--- src/rtl/fft_peak_finder_if.sv ---
// rtl/fft_peak_finder_if.sv - bin stream in, per-frame peak report out
interface fft_peak_finder_if #(
  parameter int bit_width = 16,
  parameter int N         = 32
);
  localparam int M = $clog2(N);

  logic                        in_valid;
  logic signed [bit_width-1:0] in_re;
  logic signed [bit_width-1:0] in_im;
  logic                        busy;
  logic                        peak_valid;
  logic [M-1:0]                peak_bin;
  logic [bit_width:0]          peak_mag;
  logic                        peak_found;
  logic                        overrun;

  modport slave (
    input  in_valid, in_re, in_im,
    output busy, peak_valid, peak_bin, peak_mag, peak_found, overrun
  );

  modport master (
    output in_valid, in_re, in_im,
    input  busy, peak_valid, peak_bin, peak_mag, peak_found, overrun
  );
endinterface

--- src/rtl/fft_peak_finder.sv ---
// rtl/fft_peak_finder.sv - strongest positive-frequency FFT bin per frame
// Optional macro PEAK_THRESH_EN: report a peak only when its magnitude reaches THRESH.
module fft_peak_finder #(
  parameter int bit_width = 16,
  parameter int N         = 32,
  parameter int MIN_BIN   = 1,
  parameter int THRESH    = 64
) (
  input logic               clk,
  input logic               reset,
  fft_peak_finder_if.slave  bus
);
  localparam int M = $clog2(N);
  localparam logic [M-1:0] LAST_IDX = M'(N - 1);
  localparam logic [M-1:0] MIN_IDX  = M'(MIN_BIN);
  localparam logic [M-1:0] MAX_IDX  = M'(N / 2 - 1);
  localparam logic signed [bit_width-1:0] MOST_NEG = {1'b1, {(bit_width-1){1'b0}}};
  localparam logic [bit_width-1:0]        MAX_POS  = {1'b0, {(bit_width-1){1'b1}}};

  typedef enum logic [2:0] {IDLE, COLLECT, DRAIN1, DRAIN2, REPORT} state_t;

  state_t              state, next_state;
  logic                accept, set_overrun;
  logic [M-1:0]        idx_now, bin_cnt;

  logic                s1_valid;
  logic [bit_width-1:0] s1_a, s1_b;
  logic [M-1:0]        s1_idx;
  logic                s2_valid;
  logic [bit_width:0]  s2_mag;
  logic [M-1:0]        s2_idx;

  logic [bit_width:0]  best_mag, base_mag;
  logic [M-1:0]        best_bin, base_bin;
  logic [bit_width-1:0] mx, mn;
  logic                candidate;

  logic                peak_valid_r, peak_found_r, overrun_r;
  logic [M-1:0]        peak_bin_r;
  logic [bit_width:0]  peak_mag_r;

  function automatic logic [bit_width-1:0] abs_sat(input logic signed [bit_width-1:0] v);
    if (v == MOST_NEG)
      return MAX_POS;
    else if (v[bit_width-1])
      return bit_width'(-v);
    else
      return bit_width'(v);
  endfunction

  always_ff @(posedge clk) begin
    if (reset) state <= IDLE;
    else       state <= next_state;
  end

  always_comb begin
    next_state  = state;
    accept      = 1'b0;
    set_overrun = 1'b0;
    idx_now     = (state == IDLE) ? '0 : bin_cnt;
    case (state)
      IDLE: begin
        if (bus.in_valid) begin
          accept     = 1'b1;
          next_state = COLLECT;
        end
      end
      COLLECT: begin
        if (bus.in_valid) begin
          accept = 1'b1;
          if (bin_cnt == LAST_IDX) next_state = DRAIN1;
        end
      end
      DRAIN1: begin
        set_overrun = bus.in_valid;
        next_state  = DRAIN2;
      end
      DRAIN2: begin
        set_overrun = bus.in_valid;
        next_state  = REPORT;
      end
      REPORT: begin
        set_overrun = bus.in_valid;
        next_state  = IDLE;
      end
      default: next_state = IDLE;
    endcase
  end

  // Bin 0 of a frame compares against zero, so the previous frame's best never leaks in.
  always_comb begin
    mx        = (s1_a >= s1_b) ? s1_a : s1_b;
    mn        = (s1_a >= s1_b) ? s1_b : s1_a;
    candidate = (s2_idx >= MIN_IDX) && (s2_idx <= MAX_IDX);
    base_mag  = (s2_idx == '0) ? '0 : best_mag;
    base_bin  = (s2_idx == '0) ? '0 : best_bin;
  end

  always_ff @(posedge clk) begin
    if (reset) begin
      bin_cnt      <= '0;
      s1_valid     <= 1'b0;
      s1_a         <= '0;
      s1_b         <= '0;
      s1_idx       <= '0;
      s2_valid     <= 1'b0;
      s2_mag       <= '0;
      s2_idx       <= '0;
      best_mag     <= '0;
      best_bin     <= '0;
      peak_valid_r <= 1'b0;
      peak_bin_r   <= '0;
      peak_mag_r   <= '0;
      peak_found_r <= 1'b0;
      overrun_r    <= 1'b0;
    end else begin
      s1_valid <= accept;
      if (accept) begin
        bin_cnt <= idx_now + 1'b1;
        s1_a    <= abs_sat(bus.in_re);
        s1_b    <= abs_sat(bus.in_im);
        s1_idx  <= idx_now;
      end
      s2_valid <= s1_valid;
      if (s1_valid) begin
        s2_mag <= {1'b0, mx} + {2'b00, mn[bit_width-1:1]};
        s2_idx <= s1_idx;
      end
      if (s2_valid) begin
        if (candidate && (s2_mag > base_mag)) begin
          best_mag <= s2_mag;
          best_bin <= s2_idx;
        end else begin
          best_mag <= base_mag;
          best_bin <= base_bin;
        end
      end
      peak_valid_r <= (state == REPORT);
      if (state == REPORT) begin
`ifdef PEAK_THRESH_EN
        if (best_mag >= (bit_width+1)'(THRESH)) begin
          peak_found_r <= 1'b1;
          peak_bin_r   <= best_bin;
          peak_mag_r   <= best_mag;
        end else begin
          peak_found_r <= 1'b0;
          peak_bin_r   <= '0;
          peak_mag_r   <= '0;
        end
`else
        peak_found_r <= 1'b1;
        peak_bin_r   <= best_bin;
        peak_mag_r   <= best_mag;
`endif
      end
      if (set_overrun) overrun_r <= 1'b1;
    end
  end

  assign bus.busy       = (state != IDLE);
  assign bus.peak_valid = peak_valid_r;
  assign bus.peak_bin   = peak_bin_r;
  assign bus.peak_mag   = peak_mag_r;
  assign bus.peak_found = peak_found_r;
  assign bus.overrun    = overrun_r;
endmodule

--- src/flat_wrapper.sv ---
// flat-port wrapper written by rule: the top's interface ports become plain ports
module fft_peak_finder_flat 
#(
  parameter int bit_width = 16,
  parameter int N         = 32,
  parameter int MIN_BIN   = 1,
  parameter int THRESH    = 64
)
  (clk, reset, bus_in_valid, bus_in_re, bus_in_im, bus_busy, bus_peak_valid, bus_peak_bin, bus_peak_mag, bus_peak_found, bus_overrun);
  fft_peak_finder_if #(.bit_width(bit_width), .N(N)) bus_i ();
  input logic clk;
  input logic reset;
  input wire logic [$bits(bus_i.in_valid)-1:0] bus_in_valid;
  input wire logic [$bits(bus_i.in_re)-1:0] bus_in_re;
  input wire logic [$bits(bus_i.in_im)-1:0] bus_in_im;
  output wire logic [$bits(bus_i.busy)-1:0] bus_busy;
  output wire logic [$bits(bus_i.peak_valid)-1:0] bus_peak_valid;
  output wire logic [$bits(bus_i.peak_bin)-1:0] bus_peak_bin;
  output wire logic [$bits(bus_i.peak_mag)-1:0] bus_peak_mag;
  output wire logic [$bits(bus_i.peak_found)-1:0] bus_peak_found;
  output wire logic [$bits(bus_i.overrun)-1:0] bus_overrun;
  assign bus_i.in_valid = bus_in_valid;
  assign bus_i.in_re = bus_in_re;
  assign bus_i.in_im = bus_in_im;
  assign bus_busy = bus_i.busy;
  assign bus_peak_valid = bus_i.peak_valid;
  assign bus_peak_bin = bus_i.peak_bin;
  assign bus_peak_mag = bus_i.peak_mag;
  assign bus_peak_found = bus_i.peak_found;
  assign bus_overrun = bus_i.overrun;
  fft_peak_finder #(.bit_width(bit_width), .N(N), .MIN_BIN(MIN_BIN), .THRESH(THRESH)) u_core (.clk(clk), .reset(reset), .bus(bus_i));
endmodule
--- config.mk ---
export PLATFORM = sky130hd
export DESIGN_NAME = fft_peak_finder_flat
export DESIGN_NICKNAME = d
export VERILOG_FILES = /design/src/rtl/fft_peak_finder_if.sv /design/src/rtl/fft_peak_finder.sv /design/src/flat_wrapper.sv
export SDC_FILE = /design/constraint.sdc
export NUM_CORES = 1
export LEC_CHECK = 0
export CORE_MARGIN = 10
export CORE_UTILIZATION = 33
export DETAILED_ROUTE_END_ITERATION = 8
export DONT_BUFFER_PORTS = 1
export GPL_TIMING_DRIVEN = 0
export SKIP_LAST_GASP = 1
export SLEW_MARGIN = 20
export SYNTH_ARGS = -nofsm -noshare
export SYNTH_HDL_FRONTEND = slang
export SYNTH_SLANG_ARGS = --single-unit
--- constraint.sdc ---
create_clock -name clk -period 5.6 [get_ports clk]
set_input_delay 0.84 -clock clk [delete_from_list [all_inputs] [get_ports clk]]
set_output_delay 0.84 -clock clk [all_outputs]
set_load 0.02 [all_outputs]
==> summary.txt, run 1 <==
Place
  – Dpl hpwl: 12.3 mm
  – RD Place Congestion: 0.791
  – Pre-CTS WS: 1160 ps
  – Port Buffers: 0
  – Post-DP Area: 6690 um2

Power and ir drop
  – Tot Pwr: 2.70 mW
  – Max VDD drop: 0.223 mV
  – P_leak: 2.79 nW
  – PD cells: 372 nW/um2

Synth
  – EDFF count, synth: 0
  – Post-synthesis simple-gate area fraction: 17.9%
  – Largest family of logic cells by synthesized area: compound AO/OA/AOI/OAI gates
  – Synth Flop Type: dfxtp_1
  – Yosys warning total: 0
  – Cell count after synthesis: 750
  – Syn_nets: 837
  – Synth area leaders: dfxtp_1, ha_1, nand2_1
  – Leading area contributor after synthesis: dfxtp_1
  – Mapped Area: 6360 um2
  – Top cell type's share of synthesized area: 36.5%
  – Synth Area in XOR/XNOR: 4.95%
  – Post-synthesis mux area share: 5.39%
  – Synthesized flop and latch total: 116
  – Sequential element share of the synthesized area: 36.5%
  – Post-synth ARST share: 0%
  – Compound-Gate Fraction of Synth Area: 20.5%
  – Unique masters post-synth: 60
  – Adder-Cell Fraction of Synth Area: 10.3%
  – Syn Area/Cell: 8.49 um2

Final layout
  – ANT cells: 0
  – Finished Cell Area: 7260 um2
  – Most frequent cells in the layout: dfxtp_1, nand2_1, nor2_1, a21oi_1, ha_1
  – Layout Nets: 856
  – Layout cell share with drive strength beyond 1: 8.19%
  – Layout area overhead: 14.0%
  – Most common cell after layout, fill and taps aside: dfxtp_1
  – # fillers: 1934

GRT
  – Vias in the first global route: 5070
  – Largest net degree at the start of global routing: 17
  – First-pass GRT wire length: 26.2 mm
  – Initial antenna violation count: 0
  – Total track usage: 12.4%
  – Total gr overflow: 0

Clock tree
  – CTS clk-pin slew, worst paths: 60 ps
  – Num CTS Buffers: 17
  – Clk Latency, worst-skew pair: 420 ps
  – Clk sink count: 116
  – TritonCTS clock tree: done
  – CTS H-Tree Depth: 4
  – Post-CTS Setup Bufs: 0
  – Post_cts resized: 0
  – CTS Hold Bufs: 0
  – Worst-case clock buffer depth: 2
  – CTS Root Cell: clkbuf_16

Timing
  – RSZ-0062 raised after global routing: false
  – Max-slew violation count: 0
  – Rel. slew slack: 53.4%
  – Hold Vio Cnt, Final: 0
  – Final hold slack: 458 ps
  – Worst Max-Slew Pin Slew: 699 ps
  – Final setup viols: 0
  – Final worst-path cycle share: 80.1%
  – Setup ws final: 1110 ps
  – Clock skew: 14.4 ps
  – Final Critical Period: 4490 ps
  – Setup TNS: 0 ps
  – Fmax: 223 MHz

Setup path
  – Reg2reg start: u_core.s1_b[5]
  – Worst Path Arrival: 4810 ps
  – Crit end category: flip-flop
  – FF-to-FF setup slack: 1110 ps
  – Setup Crit Path Kind: flip-flop to flip-flop
  – RR Endpoint: u_core.s2_mag[14]
  – Crit path required time: 5920 ps
  – R2R depth: 18
  – Worst Path Max Fanout: 10
  – CP Launch Type: flip-flop

Min path
  – Hold path cells: 2
  – Beginning of the worst hold path: u_core.best_bin[1]
  – Worst Hold Class: flip-flop to flip-flop
  – Hold Crit Endpoint: u_core.bus.peak_bin[1]

Routing
  – Via count: 5173
  – Wirelength, routed: 15.6 mm
  – DRC viols: 0
  – DRT iter0 DRCs: 282
  – Antenna-violating nets left: 0
  – Drt pass-1 iters: 4
  – Drt via density: 4.97
  – Wire length per cell: 15.0 um

Status
  – Status: finished, final reports clean

Floorplan
  – Core area: 18800 um2
  – Core Rows: 50
  – Die area: 25200 um2
  – Io pins: 61
  – Die Y: 159 um
  – Starting density of the core: 33.8%
  – Die Wd: 159 um

Flow run
  – Max-Cap Viols: 0
how the worst max path moves through the flow:
stage                    from                end  slack (ps)  cells past startpoint
5_1_grt        u_core.s1_b[5]  u_core.s2_mag[14]         880                     18
3_3_place_gp   u_core.s1_b[5]  u_core.s2_mag[14]        1180                     18
6_report       u_core.s1_b[5]  u_core.s2_mag[14]        1110                     18
3_5_place_dp   u_core.s1_b[5]  u_core.s2_mag[14]        1160                     18
4_1_cts        u_core.s1_b[5]  u_core.s2_mag[14]        1130                     18
2_1_floorplan  u_core.s1_b[5]  u_core.s2_mag[14]        1580                     18
flip-flops by register name, indices dropped and copies added, names as in the netlist, 5 cells and up:
name / count
u_core.best_bin: 5
u_core.best_mag: 17
u_core.bin_cnt: 5
u_core.bus.peak_bin: 5
u_core.bus.peak_mag: 17
u_core.s1_a: 16
u_core.s1_b: 16
u_core.s1_idx: 5
u_core.s2_idx: 5
u_core.s2_mag: 17
metrics by stage:
| stage | util [%] | cells |
|---|---|---|
| after floorplan | - | 750 |
| after global placement | 35.5 | 1010 |
| after detailed placement | 35.5 | 1010 |
| after CTS | 38.5 | 1041 |
| after global routing | 38.5 | 1041 |
| final | 38.5 | 1041 |
metal layers:
metal,global-route usage [%],vias up,part of all wire [%]
met5,0,-,0
met4,3.41,0,0.96
met3,5.06,12,7.9
met2,18.4,102,41
met1,16.3,2325,50
li1,-,2734,-
worst max-delay path: stages, from the launching register on:
cell,delay (ps)
dfxtp_1,340
inv_1,80
ha_1,300
a21o_1,190
a221oi_2,260
o21ai_1,120
a311o_1,380
buf_6,150
buf_2,200
mux2_2,320
ha_1,210
fa_1,410
a21o_1,200
a31oi_1,190
o31a_1,230
o21ai_0,160
a31o_2,300
xnor2_1,130
a211oi_1,230
area by class of cell:
type / instances / area (um2) / area share, %
clock inverters: 13 / 129 / 1.78
multi-input cells: 564 / 3760 / 51.8
flip-flops and latches: 116 / 2320 / 32.0
clock buffers: 18 / 439 / 6.05
inverters: 28 / 105 / 1.45
well taps: 260 / 325 / 4.48
plain buffers: 42 / 176 / 2.43
power breakdown:
group	total, mW	switching [mW]	leakage, nW	internal, mW
registers	0.932	0.0510	0.945	0.881
logic	0.736	0.420	1.59	0.316
clock network	1.03	0.410	0.261	0.623
total	2.70	0.880	2.79	1.82
cells by family (layout without fill, tap and decap cells):
family	Yosys count	count (layout)
AND/OR/NAND/NOR	252	252
AO/OA/AOI/OAI	193	193
flip-flops	116	116
buffers and inverters	70	101
adder cells (fa/ha/maj)	52	52
XOR/XNOR	36	36
multiplexers	31	31
Yosys cell counts, types with 6 or more instances:
master	number
a211oi_1	21
a21o_1	11
a21oi_1	51
a221oi_1	14
a22o_1	21
and2_1	8
buf_2	6
clkbuf_1	30
dfxtp_1	116
ha_1	51
inv_1	28
mux2_2	16
mux2i_1	14
nand2_1	113
nand2b_1	9
nand3_1	12
nand4_1	7
nor2_1	59
nor3_1	12
o21ai_0	34
o31ai_1	9
xnor2_1	11
xor2_1	25
No activity file was read; power rests on OpenSTA's default activity.
==> run 2, diff against run 1 <==
==> constraint.sdc (replaced) <==
create_clock -name clk -period 3.7 [get_ports clk]
set_input_delay 0.555 -clock clk [delete_from_list [all_inputs] [get_ports clk]]
set_output_delay 0.555 -clock clk [all_outputs]
set_load 0.02 [all_outputs]
==> run 2 against run 1 <==
Largest cell class unchanged. The flow now finishes with violations (setup timing). Critical path depth unchanged. Non-clock buffer count up 24. Maximum frequency increased by 17%. Global-route usage rose by 0.52 points. Core utilization increased by 4.2 points. Clock skew shrank 6.1 ps. First-iteration DRC count up 3.2%. Clock-buffer cell count is the same.
==> summary.txt, run 2 (synthesis results as in run 1) <==
Power and ir drop
  – P_int: 3.21 mW
  – PD cells: 586 nW/um2
  – Sequential power share: 30.1%
  – Switching Fraction: 32.0%
  – P_leak: 3.03 nW
  – Combinational share of power: 33.3%
  – Tot Pwr: 4.72 mW
  – Max VDD drop: 0.368 mV
  – Clk network pwr share: 36.6%
  – Sw power: 1.51 mW

GRT
  – Total gr overflow: 0
  – Vias in the first global route: 5311
  – Total track usage: 13.0%
  – Largest net degree at the start of global routing: 17
  – First-pass GRT wire length: 27.3 mm
  – Initial antenna violation count: 0

Clock tree
  – TritonCTS clock tree: done
  – CTS Root Cell: clkbuf_16
  – Worst-case clock buffer depth: 2
  – CTS H-Tree Depth: 4
  – CTS Hold Bufs: 0
  – Clk sink count: 116
  – Num CTS Buffers: 17
  – CTS clk-pin slew, worst paths: 50 ps
  – Clk Latency, worst-skew pair: 420 ps

Setup path
  – Worst Path Arrival: 4170 ps
  – Slowest-stage cell, CP: dfxtp_1
  – RR Endpoint: u_core.s2_mag[12]
  – Worst Path Max Fanout: 5
  – R2R depth: 18
  – Crit-path cells: ha_1 -> nand4_1 -> nor2_2 -> a211o_1 -> a311o_1 -> buf_6 -> buf_8 -> mux2_4 -> ha_4 -> fa_2 -> a21o_1 -> a31oi_2 -> o31a_1 -> buf_4 -> nor2_4 -> o31ai_4 -> nand4_1 -> o311ai_1
  – CP most frequent cell: nand4_1
  – CP Capture Point: u_core.s2_mag[12]
  – Worst path max stage delay: 420 ps
  – Reg2reg start: u_core.s1_a[10]
  – Crit end category: flip-flop
  – FF-to-FF setup slack: -150 ps
  – Crit path required time: 4020 ps
  – CP Launch Type: flip-flop
  – Setup Crit Path Kind: flip-flop to flip-flop
  – Crit path launch: u_core.s1_a[10]

Routing
  – Antenna-violating nets left: 0
  – DRT iter0 DRCs: 291
  – Wirelength, routed: 17.0 mm
  – Drt pass-1 iters: 4
  – Wire length per cell: 16.0 um
  – Drt via density: 5.07
  – Via count: 5404
  – DRC viols: 0

Flow run
  – Max-Cap Viols: 0

Timing
  – Setup ws final: -150 ps
  – Rel. slew slack: 49.1%
  – RSZ-0062 raised after global routing: true
  – Fmax: 260 MHz
  – Final worst-path cycle share: 104%
  – Final setup viols: 4
  – Final Critical Period: 3850 ps
  – Worst Max-Slew Pin Slew: 763 ps
  – Hold Vio Cnt, Final: 0
  – Clock skew: 8.29 ps
  – Max-slew violation count: 0

Final layout
  – # fillers: 1845
  – Layout area overhead: 26.6%
  – ANT cells: 0
  – Finished Cell Area: 8060 um2
  – Most common cell after layout, fill and taps aside: nand2_1
  – Most frequent cells in the layout: nand2_1, dfxtp_1, nor2_1, a21oi_1, ha_1
  – Layout Nets: 880
  – Post-route insts no fill: 1065
  – Layout cell share with drive strength beyond 1: 20.9%

Place
  – Post-DP Area: 6740 um2
  – Pre-CTS WS: -390 ps
  – Port Buffers: 0
  – Dpl cells: 1010
  – Dpl hpwl: 12.3 mm
  – RD Place Congestion: 0.821

Floorplan
  – Io pins: 61
  – Die area: 25200 um2
  – Die Y: 159 um
  – Core Rows: 50
  – Die Wd: 159 um
  – Core area: 18800 um2
  – Starting density of the core: 33.8%

Status
  – Status: complete, but fails checks
  – Failing checks: setup timing

Min path
  – Worst Hold Class: input port to flip-flop
==> run 2: cell types whose count changed in the layout (fill, tap and decap cells not counted), moves of 12 or more <==
cell     before  now
dfxtp_1     116  100
ha_4          0   17
dfxtp_2       0   12
ha_1         51   33
o21ai_0      34   21
buf_4         1   24
==> run 2: metal layers <==
metal,part of all wire (%),track usage (%),wire length [um],up-vias
met2,43,19.3,7360,121
met3,7.3,4.70,1250,18
met5,0,0,0,-
li1,-,-,-,2783
met4,1.2,3.92,199,0
met1,48,17.1,8230,2482
==> run 2: stage by stage <==
step                hold WS (ps)  util (%)  TNS, ps
floorplan                    427         -    -36.2
detailed placement           453      35.8    -3090
CTS                          272      40.3    -1100
global route                 295      42.8    -1360
finish                       282      42.8     -378
global placement             446      35.8    -1980
==> run 2: what timing repair did <==
item | 4_1_cts | 5_1_grt
endpoints found under the setup margin | 30 | 32
cloned | 1 | 0
gates resized for setup | 31 | 91
pin swaps | 19 | 32
buffers inserted | 13 | 11
==> run 2: power by group through the flow <==
stage / logic [mW] / registers (mW) / clock network (mW)
floorplan: 0.919 / 1.41 / 0
global placement: 1.14 / 1.43 / 0
detailed placement: 1.15 / 1.44 / 0
CTS: 1.28 / 1.41 / 1.74
global route: 1.74 / 1.43 / 1.80
finish: 1.57 / 1.42 / 1.73
==> run 2: final cells by class <==
cell class                      instances  area [um2]  area share [%]
Multi-Input combinational cell        564        4250            52.7
Sequential cell                       116        2350            29.2
Clock buffer                           18         429            5.33
Tap cell                              260         325            4.04
Timing Repair Buffer                   25         224            2.78
Buffer                                 41         194            2.41
Clock inverter                         13         183            2.27
Inverter                               28         105            1.30
==> run 2: worst max-delay path: cells and delay by family (launching register included) <==
kind	cells	cell delay (ps)
compound gates	7	1480
fa+ha+maj	3	770
buf+inv	3	420
flops	1	420
mux	1	310
simple gates	4	330
==> run 2: worst min-delay path by stage <==
stage	startpoint	end	slack, ps	depth (start not counted)
after detailed placement	u_core.best_bin[2]	u_core.bus.peak_bin[2]	450	2
after global placement	u_core.s1_idx[1]	u_core.s1_idx[1]	450	2
after global routing	bus_in_valid	u_core.bus.overrun	300	2
after floorplan	u_core.best_bin[4]	u_core.bus.peak_bin[4]	430	2
final	bus_in_valid	u_core.bus.overrun	280	2
after CTS	bus_in_valid	u_core.bus.overrun	270	2
